`config.mk`:
```
export PLATFORM = sky130hd
export DESIGN_NAME = tile_layer_renderer
export DESIGN_NICKNAME = d
export VERILOG_FILES = /design/src/rtl/tile_layer_renderer.sv
export SDC_FILE = /design/constraint.sdc
export NUM_CORES = 1
export LEC_CHECK = 0
export CAP_MARGIN = 40
export CORE_ASPECT_RATIO = 0.7
export CORE_MARGIN = 2
export CORE_UTILIZATION = 50
export CTS_CLUSTER_SIZE = 12
export DETAILED_ROUTE_END_ITERATION = 7
export GPL_TIMING_DRIVEN = 0
export PLACE_DENSITY = 0.67
export SLEW_MARGIN = 30
export SYNTH_ARGS = -nofsm -noshare
export SYNTH_HDL_FRONTEND = slang
export SYNTH_SLANG_ARGS = --single-unit
export TNS_END_PERCENT = 50
```
`constraint.sdc`:
```
create_clock -name clk_vga -period 7.92 [get_ports clk_vga]
set_input_delay 1.584 -clock clk_vga [delete_from_list [all_inputs] [get_ports clk_vga]]
set_output_delay 1.584 -clock clk_vga [all_outputs]
set_load 0.01 [all_outputs]
```
`src/rtl/tile_layer_renderer.sv`:
```
// Game-board tile layer: tracks the scan position in tile units, holds a double-buffered
// board map, fetches sprite texels from an external ROM and overlays a cursor outline.
module tile_layer_renderer #(
    parameter int unsigned WIDTH    = 12,
    parameter int unsigned BOARD_X0 = 50,
    parameter int unsigned BOARD_Y0 = 50,
    parameter int unsigned TILE     = 50,
    parameter int unsigned ROWS     = 10,
    parameter int unsigned COLS     = 10,
    parameter int unsigned VSIZE    = 600,
    parameter int unsigned CURSOR_W = 2
) (
    input  logic             clk_vga,
    input  logic             reset_n,
    input  logic [WIDTH-1:0] hdata,
    input  logic [WIDTH-1:0] vdata,
    input  logic             wr_en,
    input  logic [3:0]       wr_row,
    input  logic [3:0]       wr_col,
    input  logic [3:0]       wr_type,
    input  logic             commit_req,
    output logic             commit_pending,
    input  logic [3:0]       cursor_row,
    input  logic [3:0]       cursor_col,
    output logic [15:0]      sprite_addr,
    input  logic [23:0]      sprite_data,
    output logic [7:0]       gen_red,
    output logic [7:0]       gen_green,
    output logic [7:0]       gen_blue,
    output logic             use_gen,
    output logic [WIDTH-1:0] out_hdata,
    output logic [WIDTH-1:0] out_vdata
);

    localparam int unsigned PW    = $clog2(TILE);
    localparam int unsigned NT    = ROWS * COLS;
    localparam int unsigned IW    = $clog2(NT);
    localparam int unsigned X_END = BOARD_X0 + COLS * TILE;
    localparam int unsigned Y_END = BOARD_Y0 + ROWS * TILE;

    logic [3:0]       bank_q [2][NT];
    logic             front_q;
    logic             pending_q, pending_d, swap_c;
    logic             wr_ok_c;
    logic [IW-1:0]    wr_idx_c, rd_idx_c;

    // Stage 1: tile counters double as the stage-1 registers
    logic [3:0]       col_q, col_d, row_q, row_d;
    logic [PW-1:0]    px_q, px_d, py_q, py_d;
    logic             valid_q, valid_d, in1_q, in1_d;
    logic [WIDTH-1:0] h1_q, v1_q;

    // Stage 2
    logic [3:0]       type_rd_c, type2_q;
    logic             edge_c, cur_hit_c, in2_q, cur2_q;
    logic [15:0]      addr_d, addr_q;
    logic [WIDTH-1:0] h2_q, v2_q;

    // Stage 3 (sprite_data arrives during this stage)
    logic             opaque3_q, cur3_q;
    logic [WIDTH-1:0] h3_q, v3_q;

    // Stage 4
    logic             use_q;
    logic [7:0]       r_q, g_q, b_q;
    logic [WIDTH-1:0] h4_q, v4_q;

    // Column counter runs every cycle; row counter steps once per line at hdata==0
    always_comb begin
        col_d   = col_q;
        px_d    = px_q;
        row_d   = row_q;
        py_d    = py_q;
        valid_d = valid_q;
        if (hdata == WIDTH'(BOARD_X0)) begin
            col_d = '0;
            px_d  = '0;
        end else if (px_q == PW'(TILE - 1)) begin
            px_d  = '0;
            col_d = col_q + 4'd1;
        end else begin
            px_d = px_q + PW'(1);
        end
        if (hdata == '0) begin
            if (vdata == WIDTH'(BOARD_Y0)) begin
                row_d   = '0;
                py_d    = '0;
                valid_d = 1'b1;
            end else if (py_q == PW'(TILE - 1)) begin
                py_d  = '0;
                row_d = row_q + 4'd1;
            end else begin
                py_d = py_q + PW'(1);
            end
        end
    end

    assign in1_d = valid_d
                && (hdata >= WIDTH'(BOARD_X0)) && (hdata < WIDTH'(X_END))
                && (vdata >= WIDTH'(BOARD_Y0)) && (vdata < WIDTH'(Y_END));

    // Off-board counters can exceed the map; park the read index at 0 there
    assign rd_idx_c  = in1_q ? (IW'(row_q) * IW'(COLS) + IW'(col_q)) : '0;
    assign type_rd_c = in1_q ? bank_q[front_q][rd_idx_c] : 4'd0;
    assign addr_d    = 16'(type_rd_c) * 16'(TILE * TILE) + 16'(py_q) * 16'(TILE) + 16'(px_q);

    assign edge_c    = (px_q < PW'(CURSOR_W)) || (py_q < PW'(CURSOR_W))
                    || (px_q >= PW'(TILE - CURSOR_W)) || (py_q >= PW'(TILE - CURSOR_W));
    assign cur_hit_c = (row_q == cursor_row) && (col_q == cursor_col) && edge_c;

    assign wr_ok_c   = wr_en && (wr_row < 4'(ROWS)) && (wr_col < 4'(COLS));
    assign wr_idx_c  = IW'(wr_row) * IW'(COLS) + IW'(wr_col);

    // Swap only at the start of vblank, so the visible frame never tears
    assign swap_c    = pending_q && (hdata == '0) && (vdata == WIDTH'(VSIZE));
    assign pending_d = commit_req || (pending_q && !swap_c);

    // Writes always target the bank that is back before this edge's swap
    always_ff @(posedge clk_vga or negedge reset_n) begin
        if (!reset_n) begin
            for (int b = 0; b < 2; b++) begin
                for (int i = 0; i < int'(NT); i++) begin
                    bank_q[b][i] <= '0;
                end
            end
        end else if (wr_ok_c) begin
            bank_q[~front_q][wr_idx_c] <= wr_type;
        end
    end

    always_ff @(posedge clk_vga or negedge reset_n) begin
        if (!reset_n) begin
            front_q   <= 1'b0;
            pending_q <= 1'b0;
            col_q     <= '0;
            row_q     <= '0;
            px_q      <= '0;
            py_q      <= '0;
            valid_q   <= 1'b0;
            in1_q     <= 1'b0;
            h1_q      <= '0;
            v1_q      <= '0;
            type2_q   <= '0;
            in2_q     <= 1'b0;
            cur2_q    <= 1'b0;
            addr_q    <= '0;
            h2_q      <= '0;
            v2_q      <= '0;
            opaque3_q <= 1'b0;
            cur3_q    <= 1'b0;
            h3_q      <= '0;
            v3_q      <= '0;
            use_q     <= 1'b0;
            r_q       <= '0;
            g_q       <= '0;
            b_q       <= '0;
            h4_q      <= '0;
            v4_q      <= '0;
        end else begin
            if (swap_c) begin
                front_q <= ~front_q;
            end
            pending_q <= pending_d;

            col_q     <= col_d;
            row_q     <= row_d;
            px_q      <= px_d;
            py_q      <= py_d;
            valid_q   <= valid_d;
            in1_q     <= in1_d;
            h1_q      <= hdata;
            v1_q      <= vdata;

            type2_q   <= type_rd_c;
            in2_q     <= in1_q;
            cur2_q    <= cur_hit_c;
            addr_q    <= addr_d;
            h2_q      <= h1_q;
            v2_q      <= v1_q;

            opaque3_q <= in2_q && (type2_q != 4'd0);
            cur3_q    <= cur2_q;
            h3_q      <= h2_q;
            v3_q      <= v2_q;

            // Transparency wins over the cursor outline
            use_q     <= opaque3_q;
            if (!opaque3_q) begin
                r_q <= '0;
                g_q <= '0;
                b_q <= '0;
            end else if (cur3_q) begin
                r_q <= 8'hFF;
                g_q <= 8'hFF;
                b_q <= 8'hFF;
            end else begin
                r_q <= sprite_data[7:0];
                g_q <= sprite_data[15:8];
                b_q <= sprite_data[23:16];
            end
            h4_q      <= h3_q;
            v4_q      <= v3_q;
        end
    end

    assign commit_pending = pending_q;
    assign sprite_addr    = addr_q;
    assign gen_red        = r_q;
    assign gen_green      = g_q;
    assign gen_blue       = b_q;
    assign use_gen        = use_q;
    assign out_hdata      = h4_q;
    assign out_vdata      = v4_q;

endmodule
```
# Word level (Yosys, flattened, before mapping)
# Cells that the tools add are included.
[totals]
wordCells = 319
n_memories = 0
mem_bits_ro = 0
register_bits = 969
out_inout_bits = 66
latchBits = 0
ram_bits = 0
inputBits = 72
[op_classes]
multipliers = 4
eq_ne = 7
n_mux = 29
reduce_logical = 24
shifts = 0
n_div = 0
n_lt_le_gt_ge = 16
n_addsub = 8
bitwise = 5
[op_table]
columns = ["operator", "count"]
rows = [
  ["400-bit 2-to-1 mux", 4],
  ["800-bit bitwise mux", 1],
  ["400-bit demux with 1-bit select", 1],
  ["8-bit 2-to-1 mux", 6],
  ["4-bit 2-to-1 mux", 8],
  ["4-bit binary-select mux with 7-bit select", 1],
  ["4-bit demux with 7-bit select", 1],
  ["12-bit by 6-bit == test with 1-bit output, second input constant", 2],
  ["12-bit by 6-bit greater-or-equal comparator with 1-bit output, second input constant", 2],
  ["12-bit by 10-bit < comparator with 1-bit output, second input constant", 2],
  ["6-bit 2-to-1 mux", 4],
  ["16-bit by 12-bit adder with 16-bit output", 1],
  ["16-bit by 6-bit adder with 16-bit output", 1],
  ["8-bit greater-or-equal comparator, second input constant", 2],
  ["7-bit inverter with 8-bit output", 2],
  ["7-bit by 4-bit adder with 7-bit output", 2],
  ["1-bit logical AND", 14],
  ["4-bit by 10-bit multiplier with 14-bit output, second input constant", 1],
  ["6-bit by 1-bit adder with 6-bit output, second input constant", 2],
  ["12-bit by 10-bit == test with 1-bit output, second input constant", 1],
  ["6-bit == test, second input constant", 2],
  ["6-bit greater-or-equal comparator, second input constant", 2],
  ["12-bit zero test", 1],
  ["6-bit by 2-bit < comparator with 1-bit output, second input constant", 2],
  ["other kinds (17)", 28],
]

# Depth between registers and ports, before layout
[logic_depth]
ltp_word = 11
depth_mapped = 30
mapped_depth_nobuf = 28

# Worst setup path after synthesis
# Ideal clock, no wire load.
[synth_path]
path_type = "flip-flop to flip-flop"
startpoint = "register row_q[0]"
endpoint = "register addr_q[15] (netlist: sprite_addr[15])"
path_buffers = 3
t_required_ns = 7.799
setup_ns = 0.121
period_less_slack_ns = 6.309
stages_incl_launch_ff = 27
arrival_ns = 6.188
setup_slack_ns = 1.611
cell_sequence = "dfrtp_1 > ha_1 > inv_1 > fa_1 > nand2b_1 > clkbuf_1 > clkbuf_1 > buf_2 > mux4_2 > nand2_1 > nand3_1 > a32oi_1 > o22ai_1 > ha_1 > or2_2 > ha_1 > ha_1 > a21oi_1 > xnor2_1 > ha_1 > ha_1 > or3_1 > a211oi_1 > nor3_1 > a21oi_1 > o21ai_0 > a22o_1"
[synth_via]
elab_chain_cells = 11
[synth_rtl]
columns = ["element", "line", "source"]
rows = [
  ["start, declared", "48", "logic [3:0] col_q, col_d, row_q, row_d;"],
  ["start signal, assigned", "166", "row_q <= row_d;"],
  ["4-bit by 3-bit multiplier with 6-bit output", "103", "assign rd_idx_c = in1_q ? (IW'(row_q) * IW'(COLS) + IW'(col_q)) : '0;"],
  ["7-bit by 4-bit adder with 7-bit output", "103", ""],
  ["7-bit 2-to-1 mux", "103", ""],
  ["7-bit inverter with 8-bit output (implied by the code)", "104", "assign type_rd_c = in1_q ? bank_q[front_q][rd_idx_c] : 4'd0;"],
  ["4-bit binary-select mux with 7-bit select", "104", ""],
  ["4-bit 2-to-1 mux (implied by the code) (2 in series)", "104", ""],
  ["4-bit 2-to-1 mux", "104", ""],
  ["named net type_rd_c[1]", "54", "logic [3:0] type_rd_c, type2_q;"],
  ["4-bit by 10-bit multiplier with 14-bit output", "105", "assign addr_d = 16'(type_rd_c) * 16'(TILE * TILE) + 16'(py_q) * 16'(TILE) + 16'(px_q);"],
  ["16-bit by 12-bit adder with 16-bit output", "105", ""],
  ["16-bit by 6-bit adder with 16-bit output", "105", ""],
  ["named net addr_d[15]", "56", "logic [15:0] addr_d, addr_q;"],
  ["end signal, assigned", "177", "addr_q <= addr_d;"],
  ["end, declared", "56", ""],
]
# The timed path passes the listed nets, and every way through them passes these cells. The select of a mux whose other input is x is not followed.
# A chain may end at the register's enable or synchronous reset.

# Worst setup path in the final report
[layout_path]
startpoint = "register front_q"
endpoint = "register addr_q[14] (netlist: sprite_addr[14])"
[layout_via]
elab_chain_cells = 11
[layout_rtl]
columns = ["element", "line", "source"]
rows = [
  ["start, declared", "42", "logic front_q;"],
  ["start signal, assigned", "161", "front_q <= ~front_q;"],
  ["1-bit inverter with 2-bit output (implied by the code)", "104", ""],
  ["400-bit 2-to-1 mux (implied by the code) (3 in series)", "104", ""],
  ["4-bit binary-select mux with 7-bit select", "104", ""],
  ["4-bit 2-to-1 mux (implied by the code) (2 in series)", "104", ""],
  ["4-bit 2-to-1 mux", "104", ""],
  ["named net type_rd_c[1]", "54", ""],
  ["4-bit by 10-bit multiplier with 14-bit output", "105", ""],
  ["16-bit by 12-bit adder with 16-bit output", "105", ""],
  ["16-bit by 6-bit adder with 16-bit output", "105", ""],
  ["named net addr_d[14]", "56", ""],
]
# The timed path passes the listed nets, and every way through them passes these cells. The select of a mux whose other input is x is not followed.

==> metrics.md <==
| Metric | Value |
|---|---|
| Worst Tran Pin Value | `0.971 ns` |
| Die H | `254 um` |
| Worst-skew pair later-pin latency | `0.73 ns` |
| Number of global-route vias before repair | `approximately 31000` |
| Post-synth EDFFs | `0` |
| # setup viols final | `0` |
| Pwr Total | `11.3 mW` |
| Critical path data required time | `8.52 ns` |
| Post-synth cell types | `75` |
| Crit path launch type | `flop` |
| Worst Path Max Fanout | `10` |
| WP data arrival | `about 8.4 ns` |
| Beginning of the worst register-to-register path | `front_q` |
| Post-synth net total | `3321` |
| Flop and latch count out of synthesis | `969` |
| Highest-delay cell along the critical path | `mux4_2` |
| Asr flop ratio synth | `100%` |
| Global route total overflow | `0` |
| Starting Density | `50.6%` |
| Longest Clk Path Bufs | `3` |
| FF-to-FF End | `sprite_addr[14]` |
| Primary FF master, synth | `dfrtp_1` |
| Critical Path Sink Type | `flop` |
| Vias per inst | `6.68` |
| FMAX | `around 130 MHz` |
| Core ar. | `88400 um^2` |
| Port bufs | `132` |
| Layout Area Growth over Synthesis | `14.7%` |
| IO Pins | `138` |
| CTS H-Tree Depth | `3` |
| Area of the mapped netlist | `44700 um^2` |
| Root buffer cell | `clkbuf_16` |
| Vias | `a little over 30000` |
| P per Cell Area | `221 nW/um^2` |
| Fill count | `6898` |
| Min cycle time layout | `about 8 ns` |
| R2R Setup Slk | `0.15 ns` |
| Avg Cell Area, Syn | `14.1 um^2` |
| Synthesis warning total | `0` |
| Critical setup path kind | `flop to flop` |
| Nets | `roughly 3600` |
| Clock sinks | `approximately 970` |
| Unrepaired setup endpoints after global routing | `false` |
| Detailed Route Iter0 Violations | `3736` |
| Worst r2r path cells | `25` |
| Final GP Congestion | `1.04` |
| Router iterations before antenna repair | `6` |
| DRT Wirelength | `about 160000 um` |
| CTS tree | `yes` |
| Max Cap Viol | `0` |
| Die area | `about 90000 um^2` |
| Fin crit share | `98.2%` |
| Relative max-transition margin | `35.2%` |
| Peak VDD IR | `between 150 and 200 uV` |
| Kind of cell adding the most delay to the critical path | `adder cells` |
| Clock slew at reported path FFs | `0.06 ns` |
| ANT nets after route | `0` |
| First-pass GRT wire length | `approximately 230000 um` |
| Hold Path Class | `flop to flop` |
| Hold Path End | `out_hdata[0]` |
| DP HPWL | `about 120000 um` |
| Sequential share of the synthesized area | `54.2%` |
| Die width | `362 um` |
| Buf+Inv Stages, Crit Path | `7` |
| Initial antenna violation count | `6` |
| Wire per inst | `35.0 um` |
| Layout cells sized above 1 | `36.9%` |
| Largest net degree at the start of global routing | `between 100 and 150` |
| Final Hold Fails | `0` |
| GRT Total Usage | `between 30% and 40%` |
| Core Rows | `91` |
| Setup TNS | `0 ns` |
| Critical Path Max Stage Delay | `0.57 ns` |
| Lkg Pwr | `24.0 nW` |
| CP most frequent cell | `ha_1` |
| Syn Inst Count | `3163` |
| DRC | `0` |
| Slew Limit Fails | `0` |
| Status | `complete, no violations` |
| Hold_sp | `h3_q[0]` |
| Skew final | `0.0198 ns` |
| Cts bufs inserted | `between 90 and 100` |
| Hold depth | `0` |
==> cell usage after synthesis, drive strengths merged (3+ instances only) <==
master	count	area (um^2)
nor4	10	68.8
mux2	812	9140
a221oi	6	52.6
and3	35	219
nand3b	4	30.0
a311oi	4	35.0
nor3	28	140
nor2	128	480
o21bai	5	37.5
nor2b	17	106
inv	39	146
o41ai	5	43.8
o21a	25	188
mux2i	48	480
o31ai	6	45.0
nand3	24	120
a31oi	7	43.8
ha	76	951
or2	4	25.0
o221ai	8	70.1
xnor2	41	359
a21oi	39	199
o311ai	8	70.1
nand2	227	852
buf	66	425
and2	4	27.5
o22ai	22	138
mux4	176	3960
o2111ai	6	58.8
clkbuf	134	503
nor4b	3	32.5
a211oi	32	240
xor2	13	114
o21ai	30	150
nand4	13	81.3
a22oi	9	67.6
dfrtp	969	24200
nand2b	9	56.3
fa	10	200
a21o	14	105
a211o	5	43.8
or3	4	25.0
a32oi	6	52.6
==> where the power goes <==
group | leakage (nW) | internal, mW | switching (mW)
Clock | 1.38 | 2.35 | 1.99
Sequential | 13.2 | 5.24 | 0.171
Combinational | 9.47 | 0.545 | 1.04
Total | 24.0 | 8.14 | 3.20
==> sequential cells by signal, summed over array words and instances (netlist names), 12 cells and up <==
signal       flops
h3_q            12
out_vdata       12
h2_q            12
v2_q            12
out_hdata       12
h1_q            12
bank_q         800
sprite_addr     16
v3_q            12
v1_q            12
==> final cells by class <==
class | count | area (um^2) | area share, %
buffer | 195 | 1090 | 2.12
antenna | 4 | 10.0 | 0.0195
clock buffer | 125 | 2590 | 5.05
inverter | 40 | 158 | 0.307
sequential | 969 | 24200 | 47.3
multi-input combinational | 1954 | 19600 | 38.2
tap | 1162 | 1450 | 2.83
clock inverter | 14 | 226 | 0.441
timing repair buffer | 171 | 1930 | 3.76
==> routing by layer <==
layer	GRT usage [%]	vias to the layer above	part of all wire [%]
met5	0.826	-	0.095
met4	15.6	6	4.9
met3	15.5	482	13
met2	47.9	1939	40
met1	49.9	16400	41
li1	-	12100	-
==> cells by family after synthesis <==
kind of cell	Yosys count	share of synthesized area (%)
DFF	969	54.2
muxes	1036	30.4
AOI/OAI and AO/OA	259	4.14
adders and majority gates	86	2.57
and+or+nand+nor	519	5.24
buffers and inverters	240	2.41
xor gates and xnor gates	54	1.06
==> layout by cell type (no fill, tap or decap), drive strengths merged, types with 8 or more instances in the layout <==
cell and n:
fa 10, dfrtp 969, buf 101, nor4 10, a211oi 32, xor2 13
mux2i 48, a22oi 9, nand2 227, ha 76, o21ai 30, clkinv 10
a21oi 39, clkdlybuf4s50 131, nor2b 17, clkbuf 259, mux2 812, o221ai 8
mux4 176, and3 35, o311ai 8, xnor2 41, inv 41, nand2b 9
a21o 14, o21a 25, o22ai 22, nand3 24, nand4 13, nor2 128
nor3 28
==> worst max path at each step <==
stage          startpoint              end  slack (ns)  depth (start not counted)
6_report          front_q  sprite_addr[14]        0.15                         25
5_1_grt           front_q  sprite_addr[14]       0.003                         27
4_1_cts             in1_q  sprite_addr[14]        0.02                         26
3_5_place_dp        in1_q  sprite_addr[14]       -0.78                         27
3_3_place_gp      reset_n      bank_q[185]      -36.27                          1
2_1_floorplan    row_q[0]  sprite_addr[15]        1.61                         26
==> through the flow <==
| step | std cells | cell area [um^2] | setup WS [ns] | utilization, % | hold slack [ns] |
|---|---|---|---|---|---|
| floorplan | 3163 | 44700 | 1.61 | - | 0.331 |
| global placement | 4457 | 47500 | -36.27 | 53.8 | 0.332 |
| detailed placement | 4487 | 48200 | -0.784 | 54.5 | 0.335 |
| CTS | 4627 | 51100 | 0.0221 | 57.8 | 0.338 |
| global route | 4630 | 51300 | 0.00252 | 58.1 | 0.352 |
| finish | 4634 | 51300 | 0.145 | 58.1 | 0.345 |
==> repair_timing <==
action | 4_1_cts | 5_1_grt
endpoints found under the setup margin | 6 | 3
hold buffers | 0 | 0
pin swaps | 1 | 2
resized for setup | 34 | 51
buffers inserted | 4 | 1
(Power assumes the default switching activity.)
